===== config.mk =====
export PLATFORM = sky130hd
export DESIGN_NAME = bht_predictor
export DESIGN_NICKNAME = d
export VERILOG_FILES = /design/src/rtl/bht_predictor_pkg.sv /design/src/rtl/bp_ghr.sv /design/src/rtl/bht_predictor.sv
export SDC_FILE = /design/constraint.sdc
export NUM_CORES = 1
export LEC_CHECK = 0
export CAP_MARGIN = 5
export CELL_PAD_IN_SITES_DETAIL_PLACEMENT = 1
export CELL_PAD_IN_SITES_GLOBAL_PLACEMENT = 1
export CORE_MARGIN = 5
export CORE_UTILIZATION = 40
export CTS_BUF_LIST = sky130_fd_sc_hd__clkbuf_8
export CTS_CLUSTER_SIZE = 30
export DETAILED_ROUTE_END_ITERATION = 7
export HOLD_SLACK_MARGIN = 0.06
export PLACE_DENSITY = 0.66
export SKIP_CTS_REPAIR_TIMING = 1
export SLEW_MARGIN = 20
export SYNTH_ARGS = -nofsm -noshare
export SYNTH_HDL_FRONTEND = slang
export SYNTH_SLANG_ARGS = --single-unit

===== constraint.sdc =====
create_clock -name clk -period 27.1 [get_ports clk]
set_input_delay 5.42 -clock clk [delete_from_list [all_inputs] [get_ports clk]]
set_output_delay 5.42 -clock clk [all_outputs]
set_load 0.1 [all_outputs]

===== src/rtl/bht_predictor_pkg.sv =====
// Shared constants for the branch-history-table predictor: opcodes, counter
// threshold/init helpers and the init/run state encoding.
package bht_predictor_pkg;

  localparam logic [6:0] OPC_BR  = 7'b1100011;
  localparam logic [6:0] OPC_JAL = 7'b1101111;

  typedef enum logic {
    ST_INIT = 1'b0,
    ST_RUN  = 1'b1
  } bht_state_e;

  // Counter value at or above which a branch is predicted taken.
  function automatic int cnt_thresh(input int cnt_bit);
    return 1 << (cnt_bit - 1);
  endfunction

  // Weakly-not-taken: one below the taken threshold.
  function automatic int cnt_init(input int cnt_bit);
    return (1 << (cnt_bit - 1)) - 1;
  endfunction

endpackage


===== src/rtl/bp_ghr.sv =====
// Global history register: shifts in each predicted branch outcome and can be
// restored from a checkpoint on mispredict (restore wins over shift).
module bp_ghr #(
  parameter int HIST_LEN = 8
) (
  input  logic                clk,
  input  logic                rst,
  input  logic                rdy,
  input  logic                shift_en,
  input  logic                shift_bit,
  input  logic                restore_en,
  input  logic [HIST_LEN-1:0] restore_hist,
  input  logic                restore_bit,
  output logic [HIST_LEN-1:0] ghr
);

  // Concatenate then drop the MSB so HIST_LEN = 1 needs no special case.
  logic [HIST_LEN:0] shift_cat;
  logic [HIST_LEN:0] restore_cat;
  logic              unused_msb;

  assign shift_cat   = {ghr, shift_bit};
  assign restore_cat = {restore_hist, restore_bit};
  assign unused_msb  = shift_cat[HIST_LEN] ^ restore_cat[HIST_LEN];

  always_ff @(posedge clk or posedge rst) begin
    if (rst) begin
      ghr <= '0;
    end else if (rdy) begin
      if (restore_en) begin
        ghr <= restore_cat[HIST_LEN-1:0];
      end else if (shift_en) begin
        ghr <= shift_cat[HIST_LEN-1:0];
      end
    end
  end

endmodule


===== src/rtl/bht_predictor.sv =====
// Saturating-counter branch history table with an init sweep after reset.
// Define BHT_GSHARE_EN for gshare indexing (PC xor global history).
module bht_predictor
  import bht_predictor_pkg::*;
#(
  parameter int CNT_BIT  = 2,
  parameter int BHT_SIZE = 256,
  parameter int HIST_LEN = 8
) (
  input  logic                clk,
  input  logic                rst,
  input  logic                rdy,
  input  logic                pd_valid,
  input  logic [31:0]         pd_pc,
  input  logic [31:0]         pd_inst,
  output logic                pd_ready,
  output logic                pd_taken,
  output logic [31:0]         pd_off,
  output logic [HIST_LEN-1:0] pd_hist,
  input  logic                fb_ena,
  input  logic [31:0]         fb_pc,
  input  logic [HIST_LEN-1:0] fb_hist,
  input  logic                fb_taken,
  input  logic                fb_mispred,
  output bht_state_e          dbg_state
);

  localparam int IDX_W = $clog2(BHT_SIZE);
  localparam logic [CNT_BIT-1:0] CNT_MAX = '1;
  localparam logic [CNT_BIT-1:0] CNT_THR = CNT_BIT'(cnt_thresh(CNT_BIT));
  localparam logic [CNT_BIT-1:0] CNT_INI = CNT_BIT'(cnt_init(CNT_BIT));

  bht_state_e                state;
  logic [IDX_W-1:0]          init_ptr;
  logic [CNT_BIT-1:0]        bht_mem [BHT_SIZE];
  logic [HIST_LEN-1:0]       ghr;
  logic [IDX_W-1:0]          pd_idx;
  logic [IDX_W-1:0]          fb_idx;
  logic [CNT_BIT-1:0]        pd_cnt;
  logic [CNT_BIT-1:0]        fb_cnt;
  logic [CNT_BIT-1:0]        fb_next;
  logic                      is_br;
  logic                      is_jal;
  logic [31:0]               imm_b;
  logic [31:0]               imm_j;

  assign is_br  = (pd_inst[6:0] == OPC_BR);
  assign is_jal = (pd_inst[6:0] == OPC_JAL);
  assign imm_b  = {{19{pd_inst[31]}}, pd_inst[31], pd_inst[7], pd_inst[30:25],
                   pd_inst[11:8], 1'b0};
  assign imm_j  = {{11{pd_inst[31]}}, pd_inst[31], pd_inst[19:12], pd_inst[20],
                   pd_inst[30:21], 1'b0};

`ifdef BHT_GSHARE_EN
  assign pd_idx = pd_pc[IDX_W+1:2] ^ IDX_W'(ghr);
  assign fb_idx = fb_pc[IDX_W+1:2] ^ IDX_W'(fb_hist);

  bp_ghr #(.HIST_LEN(HIST_LEN)) u_ghr (
    .clk          (clk),
    .rst          (rst),
    .rdy          (rdy),
    .shift_en     (pd_ready & pd_valid & is_br),
    .shift_bit    (pd_taken),
    .restore_en   (pd_ready & fb_ena & fb_mispred),
    .restore_hist (fb_hist),
    .restore_bit  (fb_taken),
    .ghr          (ghr)
  );

  logic unused_pc;
  assign unused_pc = ^{pd_pc[1:0], pd_pc[31:IDX_W+2], fb_pc[1:0], fb_pc[31:IDX_W+2]};
`else
  assign pd_idx = pd_pc[IDX_W+1:2];
  assign fb_idx = fb_pc[IDX_W+1:2];
  assign ghr    = '0;

  logic unused_pc;
  assign unused_pc = ^{pd_pc[1:0], pd_pc[31:IDX_W+2], fb_pc[1:0], fb_pc[31:IDX_W+2],
                       pd_valid, fb_hist, fb_mispred};
`endif

  // Reads are taken before any same-cycle update lands (no bypass).
  assign pd_cnt = bht_mem[pd_idx];
  assign fb_cnt = bht_mem[fb_idx];

  always_comb begin
    fb_next = fb_cnt;
    if (fb_taken) begin
      if (fb_cnt != CNT_MAX) fb_next = fb_cnt + CNT_BIT'(1);
    end else begin
      if (fb_cnt != '0) fb_next = fb_cnt - CNT_BIT'(1);
    end
  end

  // Handshake: a request is consumed on any rdy edge where pd_valid and
  // pd_ready are both high; pd_ready stays high for the whole RUN state.
  always_ff @(posedge clk or posedge rst) begin
    if (rst) begin
      state    <= ST_INIT;
      init_ptr <= '0;
      pd_ready <= 1'b0;
    end else if (rdy) begin
      case (state)
        ST_INIT: begin
          init_ptr <= init_ptr + IDX_W'(1);
          if (init_ptr == IDX_W'(BHT_SIZE - 1)) begin
            state    <= ST_RUN;
            pd_ready <= 1'b1;
          end
        end
        ST_RUN:  state <= ST_RUN;
        default: state <= ST_INIT;
      endcase
    end
  end

  always_ff @(posedge clk) begin
    if (rdy) begin
      if (state == ST_INIT) begin
        bht_mem[init_ptr] <= CNT_INI;
      end else if (pd_ready && fb_ena) begin
        bht_mem[fb_idx] <= fb_next;
      end
    end
  end

  always_comb begin
    pd_taken = 1'b0;
    if (pd_ready) begin
      if (is_br)       pd_taken = (pd_cnt >= CNT_THR);
      else if (is_jal) pd_taken = 1'b1;
    end
  end

  assign pd_off    = is_br ? imm_b : (is_jal ? imm_j : 32'h0);
  assign pd_hist   = ghr;
  assign dbg_state = state;

endmodule


# Yosys cells after proc, flatten, opt, wreduce, memory -nomap -nowiden
# Memory sizes are Yosys's and may differ from the RTL's.
# Index checks and enable logic that the tools add are counted.
# totals
register_bits,10
ram_bits,512
in_bits,111
output_inout_bits,43
elab_cells,38
mem_count,1
# mem_list
memory,words,width,rd,rd_clocked_by_memory_dff,wr,line_no,source
bht_mem,256,2,2,0,1,bht_predictor.sv:35,logic [CNT_BIT-1:0] bht_mem [BHT_SIZE];
# classes
n_addsub,3
order_cmp,1
n_eq_ne,4
muxes,20
n_bitwise,1
n_reduce_logical,5
# op_table
op,count
32-bit two-way mux,2
7-bit equality test (second input constant),2
1-bit two-way mux,12
8-bit by 1-bit adder with 8-bit output (second input constant),1
8-bit equality test (second input constant),1
2-bit two-way mux,4
8-bit two-way mux,1
3-bit AND reduction,1
2-bit by 1-bit adder with 2-bit output (second input constant),1
2-bit >= comparator (second input constant),1
2-bit != test (second input constant),1
1-bit one-hot mux with 2 select lines,1
2-bit AND reduction,1
2-bit nonzero test,1
2-bit OR reduction,1
2-bit by 1-bit subtractor with 2-bit output (second input constant),1
1-bit logical AND,1
1-bit NOT,1

# Depth between registers and ports, before layout
# Gate-level depths: netlist of the first run.
# logic_depth
depth_word,7
ltp_mapped,12
depth_no_buf,8

# Worst setup path before layout of the first run
# No wires, ideal clock.
# synth_path
kind,in2reg
startpoint,input fb_pc[2]
endpoint,memory bht_mem[0][1] (data pin)
arrival_ns,14.180
setup_slack_ns,11.347
cell_stages,12
path_cell_list,buf_6 -> buf_6 -> buf_6 -> buf_4 -> buf_2 -> nor2_1 -> a2111oi_0 -> a21oi_1 -> a31oi_1 -> a32o_1 -> o21ai_0 -> a21oi_1
# synth_between
elab_chain_cells,5
word_cells_on_any_way,9
# synth_lines
item,line_no,source
"start, declared",bht_predictor.sv:21,"input logic [31:0] fb_pc,"
memory read 256 x 2 bit *,--,
2-bit by 1-bit subtractor with 2-bit output (tied with other cells),bht_predictor.sv:91,if (fb_cnt != '0) fb_next = fb_cnt - CNT_BIT'(1);
"2-bit two-way mux, on equally long branches","bht_predictor.sv:91, bht_predictor.sv:89",
2-bit two-way mux *,bht_predictor.sv:88,if (fb_taken) begin
2-bit two-way mux (no source line) *,--,
"end, declared",bht_predictor.sv:35,
# Every way passes the cells marked *; elsewhere a longest branch is shown, timed or not.

# Final worst setup path of the first run
# layout_path
startpoint,input pd_pc[2]
endpoint,output pd_taken
# layout_between
elab_chain_cells,4
# layout_lines
item,line_no,source
"start, declared",bht_predictor.sv:14,"input logic [31:0] pd_pc,"
memory read 256 x 2 bit,--,
2-bit >= comparator,bht_predictor.sv:130,if (is_br) pd_taken = (pd_cnt >= CNT_THR);
1-bit two-way mux,bht_predictor.sv:130,
1-bit two-way mux,bht_predictor.sv:129,if (pd_ready) begin
"end, declared",bht_predictor.sv:17,"output logic pd_taken,"
# Every way passes these cells.

==> results of run 1 <==
-- state kept, by name, summed over array words and instances (netlist names) --
register   cells
bht_mem      512
init_ptr       8
dbg_state      1
pd_ready       1
-- through the flow --
stage               hold slack [ns]  setup slack, ns  cells
CTS                           0.584            11.83   2375
global placement              0.537            11.81   2218
detailed placement            0.560            11.83   2218
floorplan                     0.511            11.35   1457
global route                  0.604            11.65   2375
finish                        0.581            11.94   2375
-- worst max-delay path, stage by stage --
cell             delay, ns
buf_4                 0.46
buf_4                 0.86
mux4_2                0.66
mux4_2                0.53
a22oi_1               0.29
nand2_1               0.11
a211oi_1              0.24
o31ai_1               0.11
clkdlybuf4s50_1       0.98
-- cells in the final DEF, fill, tap and decap left out, drive strengths merged, types with 3 or more instances in the layout --
cell type	instances
mux2i	22
a211oi	4
bufinv	3
clkdlybuf4s50	79
nand2b	6
nand3	37
clkbuf	91
a22o	7
nand2	72
nand3b	14
nor2b	17
nor2	276
nor3	4
xnor2	5
or3	3
a21o	7
o22ai	3
nand4	4
nor3b	3
mux4	210
conb	9
edfxtp	512
buf	34
clkinv	38
and2	10
mux2	8
o21ai	9
dfrtp	10
o31ai	5
a22oi	25
a21oi	15
a31oi	6
inv	26
-- cell type report --
cell class	instances	area (sq um)	share of cell area
Sequential cell	522	15600	0.577
Timing Repair Buffer	114	1070	0.0394
Clock inverter	67	370	0.0137
Inverter	2	7.51	0.000277
Tap cell	773	967	0.0357
Clock buffer	90	1240	0.0457
Multi-Input combinational cell	807	7810	0.288
-- synthesized netlist by cell type, types with 3 or more instances --
cell type | count | area [sq um]
a211oi_1 | 4 | 30.0
a21o_1 | 7 | 52.6
a21oi_1 | 15 | 75.1
a22o_1 | 7 | 61.3
a22oi_1 | 24 | 180
a31oi_1 | 6 | 37.5
and2_1 | 10 | 62.6
buf_1 | 10 | 37.5
buf_2 | 18 | 90.1
buf_4 | 26 | 195
buf_6 | 4 | 45.0
clkbuf_1 | 68 | 255
dfrtp_1 | 10 | 250
edfxtp_1 | 512 | 15400
mux2_2 | 8 | 90.1
mux2i_1 | 22 | 220
mux4_2 | 210 | 4730
nand2_1 | 72 | 270
nand2b_1 | 6 | 37.5
nand3_1 | 37 | 185
nand3b_1 | 14 | 105
nand4_1 | 4 | 25.0
nor2_1 | 276 | 1040
nor2b_1 | 17 | 106
nor3_1 | 4 | 20.0
nor3b_1 | 3 | 22.5
o21ai_0 | 6 | 30.0
o21ai_1 | 3 | 15.0
o22ai_1 | 3 | 18.8
o31ai_1 | 5 | 37.5
or3_1 | 3 | 18.8
xnor2_1 | 5 | 43.8
-- worst paths after layout --
kind                       depth (start not counted)  slack [ns]              end
setup reg to reg                                  10       22.62  bht_mem[127][0]
max in group asynchronous                          2       21.79      init_ptr[6]
min in group asynchronous                          2        5.02      init_ptr[4]
hold / removal                                     1        0.58        dbg_state
hold reg to reg                                    1        0.58        dbg_state
setup / recovery                                   9       11.94         pd_taken
-- where the power goes --
part | leakage [nW] | total [mW] | switching [mW] | internal, mW
clock network | 0.915 | 0.660 | 0.323 | 0.338
logic | 2.64 | 0.193 | 0.142 | 0.0508
registers | 5.38 | 0.901 | 0.0147 | 0.886
-- cells by family (layout without fill, tap and decap cells) --
| family | after synthesis | in the layout | synth area share |
|---|---|---|---|
| other | 1 | 9 | 0.000156 |
| XOR/XNOR | 7 | 7 | 0.00255 |
| multiplexers | 240 | 240 | 0.210 |
| AO/OA/AOI/OAI | 99 | 99 | 0.0300 |
| buffers and inverters | 128 | 273 | 0.0263 |
| adder cells (fa/ha/maj) | 1 | 1 | 0.000521 |
| flip-flops | 522 | 522 | 0.650 |
| AND/OR/NAND/NOR | 451 | 451 | 0.0803 |
-- metal layers --
metal  GRT usage  wire length, um  vias up
met5           0                0        -
met4      0.0691             1920        0
met3      0.0379             5060      114
met2       0.344            32900      570
met1       0.274            26900     7397
li1            -                -     5920
==> flow_summary.ini, run 1 <==
[logic_synthesis]
yosysWarnings = 0
ys_seq_area_frac = 0.650
async_flop_share = 0.0192
synthDistinctLibCells = 52
ys_seq_elements = 522
avgSynthCellArea_sq_um = 16.6
synth-edff-count = 512
synth-main-ff-cell = edfxtp_1
syn_area_sq_mm = 0.0240
syn_inst = 1449

[drt]
ant_nets = 0
wl_um = 66800
drcViolationCount = 0
post_drt_wl_per_cell_um = 28.1
first_pass_iters = 5
dr.first_iter.drc_count = 1188
viasPerCell = 5.90
vias = 14000

[floorplanning]
core_sq_mm = 0.0592
dieHeight_um = 255
die_area_sq_mm = 0.0651
die_w_um = 255
initial_core_util = 0.405
ios = 154
rows = 89

[grt]
grt_max_degree = 99
grt_pass1_vias = 15000
grt_first_pass_wirelength_um = 98300
grt-ovfl-total = 0
antenna_found_initial = 0
grt_usage = 0.206

[timing]
max-slew-margin-rel = 0.204
setup_viol = 0
grt_setup_unrepaired = false
period_minus_slack_ns = 15.16
max_freq_mhz = 66.0
finalSetupTns_ns = 0
fin_worst_skew_ns = 0.0347
worstMarginPinSlew_ns = 1.19
fin_crit_sh = 0.559
finalHoldViolCount = 0
final_max_slew_viol_count = 0

[placement]
place_congestion = 0.818
portBuffers = 86
dp_hpwl_um = 41800
dpl_cell_area_sq_mm = 0.0255

[setup_path]
critPathMaxFanout = 41
crit_path_start = pd_pc[2]
crit_path_end_kind = output port
cp.required_ns = 21.68
r2r_start = bht_mem[202][0]
startpoint_type = input port
cp.arrival_ns = 9.74
path_class = in2out

[final_layout]
diodes = 0
utilization = 0.457
fin_area_sq_mm = 0.0271
area_growth_pct = 12.8
nNetsFinal = 1645
nFillCells = 5711
drive_gt1_frac = 0.231

[clock_tree]
cts_buffer_depth = 3
cts.clk_slew.worst_paths_ns = 0.06
htreeDepth = 3
cts.sinks = 522
clock_latency_ns = 0.69
cts_root_buf = clkbuf_8
cts_buffers = 86
cts_tree = built

[outcome]
status = complete, no violations

[power_and_ir_drop]
total_power_mw = 1.75
power-per-cell-area_mw_per_mm2 = 64.7
ir_drop_v = 0.0000353
p_leak_nw = 8.93

[min_path]
min-delay-path-class = reg2reg
worstHoldStart = dbg_state

[job]
maxCapViolations = 0
Power figures use the tool's default switching activity.
==> run 2: changes to the inputs <==
--- a/config.mk
+++ b/config.mk
@@ -14,7 +14,7 @@
 export CTS_CLUSTER_SIZE = 30
 export DETAILED_ROUTE_END_ITERATION = 7
 export HOLD_SLACK_MARGIN = 0.06
-export PLACE_DENSITY = 0.66
+export PLACE_DENSITY = 0.69
 export SKIP_CTS_REPAIR_TIMING = 1
 export SLEW_MARGIN = 20
 export SYNTH_ARGS = -nofsm -noshare
==> constraint.sdc (replaced) <==
create_clock -name clk -period 13.85 [get_ports clk]
set_input_delay 2.77 -clock clk [delete_from_list [all_inputs] [get_ports clk]]
set_output_delay 2.77 -clock clk [all_outputs]
set_load 0.1 [all_outputs]
==> run 2 against run 1 <==
Critical endpoint unchanged. Via count decreased by 0.31%. Sequential share of layout area increased by 0.11 points. Register-to-register slack got worse by 13 ns. Non-clock buffer count is 1 lower. Largest cell class unchanged. Final area decreased by 0.20%. Clock power up 91%.
==> flow_summary.ini, run 2 (same netlist as run 1, synthesis figures left out) <==
[grt]
grt-ovfl-total = 0
grt_pass1_vias = 15000
grt_usage = 0.206
grt_first_pass_wirelength_um = 98200
grt_max_degree = 125
antenna_found_initial = 1

[setup_path]
cp.required_ns = 11.08
path_class = in2out
crit_cells = 9
rr_worst_depth = 10
cp_slowest_cell = clkdlybuf4s50_1
critPathTopFamily = buffers and inverters
crit_path_end_kind = output port
cp_num_buf_inv = 3
cp.arrival_ns = 7.34
critPathMaxFanout = 33
crit_path_max_incr_delay_ns = 1.00
cp_cell_sequence = buf_4 > buf_4 > mux4_2 > mux4_2 > a22oi_1 > nand2_1 > a211oi_1 > o31ai_1 > clkdlybuf4s50_1
startpoint_type = input port

[final_layout]
area_growth_pct = 12.5
final_common_cell = edfxtp_1
nFillCells = 5727
final_cell_mix = edfxtp_1, nor2_1, mux4_2, clkbuf_8, clkdlybuf4s50_1
regArea_sq_mm = 0.0156
largest_reg_flops = 512
reg_top3 = bht_mem: 512 flops, init_ptr: 8 flops
final_cells = 2369
nNetsFinal = 1644
multi_input_area_sq_mm = 0.00782
regMostFlops = bht_mem
drive_gt1_frac = 0.226

[timing]
finalHoldViolCount = 0
period_minus_slack_ns = 10.11
max-slew-margin-rel = 0.220
finalSetupTns_ns = 0
final_max_slew_viol_count = 0
grt_setup_unrepaired = false
fin_crit_sh = 0.730
setup_viol = 0
max_freq_mhz = 98.9
worstMarginPinSlew_ns = 1.17
fin_worst_skew_ns = 0.0277

[floorplanning]
core_sq_mm = 0.0592
rows = 89
die_w_um = 255
initial_core_util = 0.405
ios = 154
dieHeight_um = 255
die_area_sq_mm = 0.0651

[clock_tree]
cts.clk_slew.worst_paths_ns = 0.06
cts_buffer_depth = 3
cts_tree = built
cts.sinks = 522
cts_buffers = 86
cts_root_buf = clkbuf_8
clock_latency_ns = 0.67
htreeDepth = 3

[outcome]
status = complete, no violations

[placement]
place_congestion = 0.817
portBuffers = 86
dpl.cell_count = 2217
dp_hpwl_um = 41800

[drt]
post_drt_wl_per_cell_um = 28.2
dr.first_iter.drc_count = 1433
first_pass_iters = 5
viasPerCell = 5.89
vias = 14000
ant_nets = 0
wl_um = 66800
drcViolationCount = 0

[min_path]
min-delay-path-class = reg2reg
min_path_cells = 1

[job]
maxCapViolations = 0

[power_and_ir_drop]
power-per-cell-area_mw_per_mm2 = 126
p_leak_nw = 8.79
ir_drop_v = 0.0000606
-- run 2: stage by stage --
step | instance area [sq um] | worst slack, ns | hold WS [ns] | util | power [mW]
6_report | 27000 | 3.74 | 0.590 | 0.456 | 3.40
4_1_cts | 27000 | 3.67 | 0.578 | 0.456 | 3.43
3_3_place_gp | 25500 | 3.61 | 0.560 | 0.430 | 2.16
5_1_grt | 27000 | 3.52 | 0.611 | 0.456 | 3.53
3_5_place_dp | 25500 | 3.67 | 0.569 | 0.430 | 2.17
2_1_floorplan | 24100 | 0.747 | 0.511 | - | 2.01
-- run 2: worst paths after layout --
check,slack [ns],from,endpoint
min in group asynchronous,2.40,rst,init_ptr[5]
max in group asynchronous,11.15,rst,init_ptr[4]
hold / removal,0.59,init_ptr[5],init_ptr[5]
setup / recovery,3.74,pd_pc[2],pd_taken
setup reg to reg,9.49,bht_mem[203][0],bht_mem[206][0]
hold reg to reg,0.59,init_ptr[5],init_ptr[5]
-- run 2: per-layer routing --
layer  GRT usage  part of all wire
met5           0                 0
met3      0.0444             0.070
met4      0.0711             0.029
met1       0.267              0.40
met2       0.347              0.50
-- run 2: worst register-to-register path: stages (launching register included) --
cell and delay, ns:
edfxtp_1 0.35, mux4_2 0.46, nor2b_1 0.14, o41a_1 0.46
o21ai_0 0.42, nand4_1 0.20, a32o_1 0.32, nor2b_1 0.14
a22oi_2 0.28, buf_4 0.44, buf_4 0.75
-- run 2: where the power goes --
group | total, mW | switching, mW | internal [mW] | leakage [nW]
sequential | 1.76 | 0.0264 | 1.73 | 5.28
combinational | 0.380 | 0.281 | 0.0995 | 2.62
clock | 1.26 | 0.613 | 0.650 | 0.881
-- run 2: area by class of cell --
type                       count  area share
antenna                        1   0.0000926
clock buffer                  89      0.0453
clock inverter                62      0.0124
inverter                       2    0.000278
multi-input combinational    807       0.289
sequential                   522       0.578
tap                          773      0.0358
timing repair buffer         113      0.0391
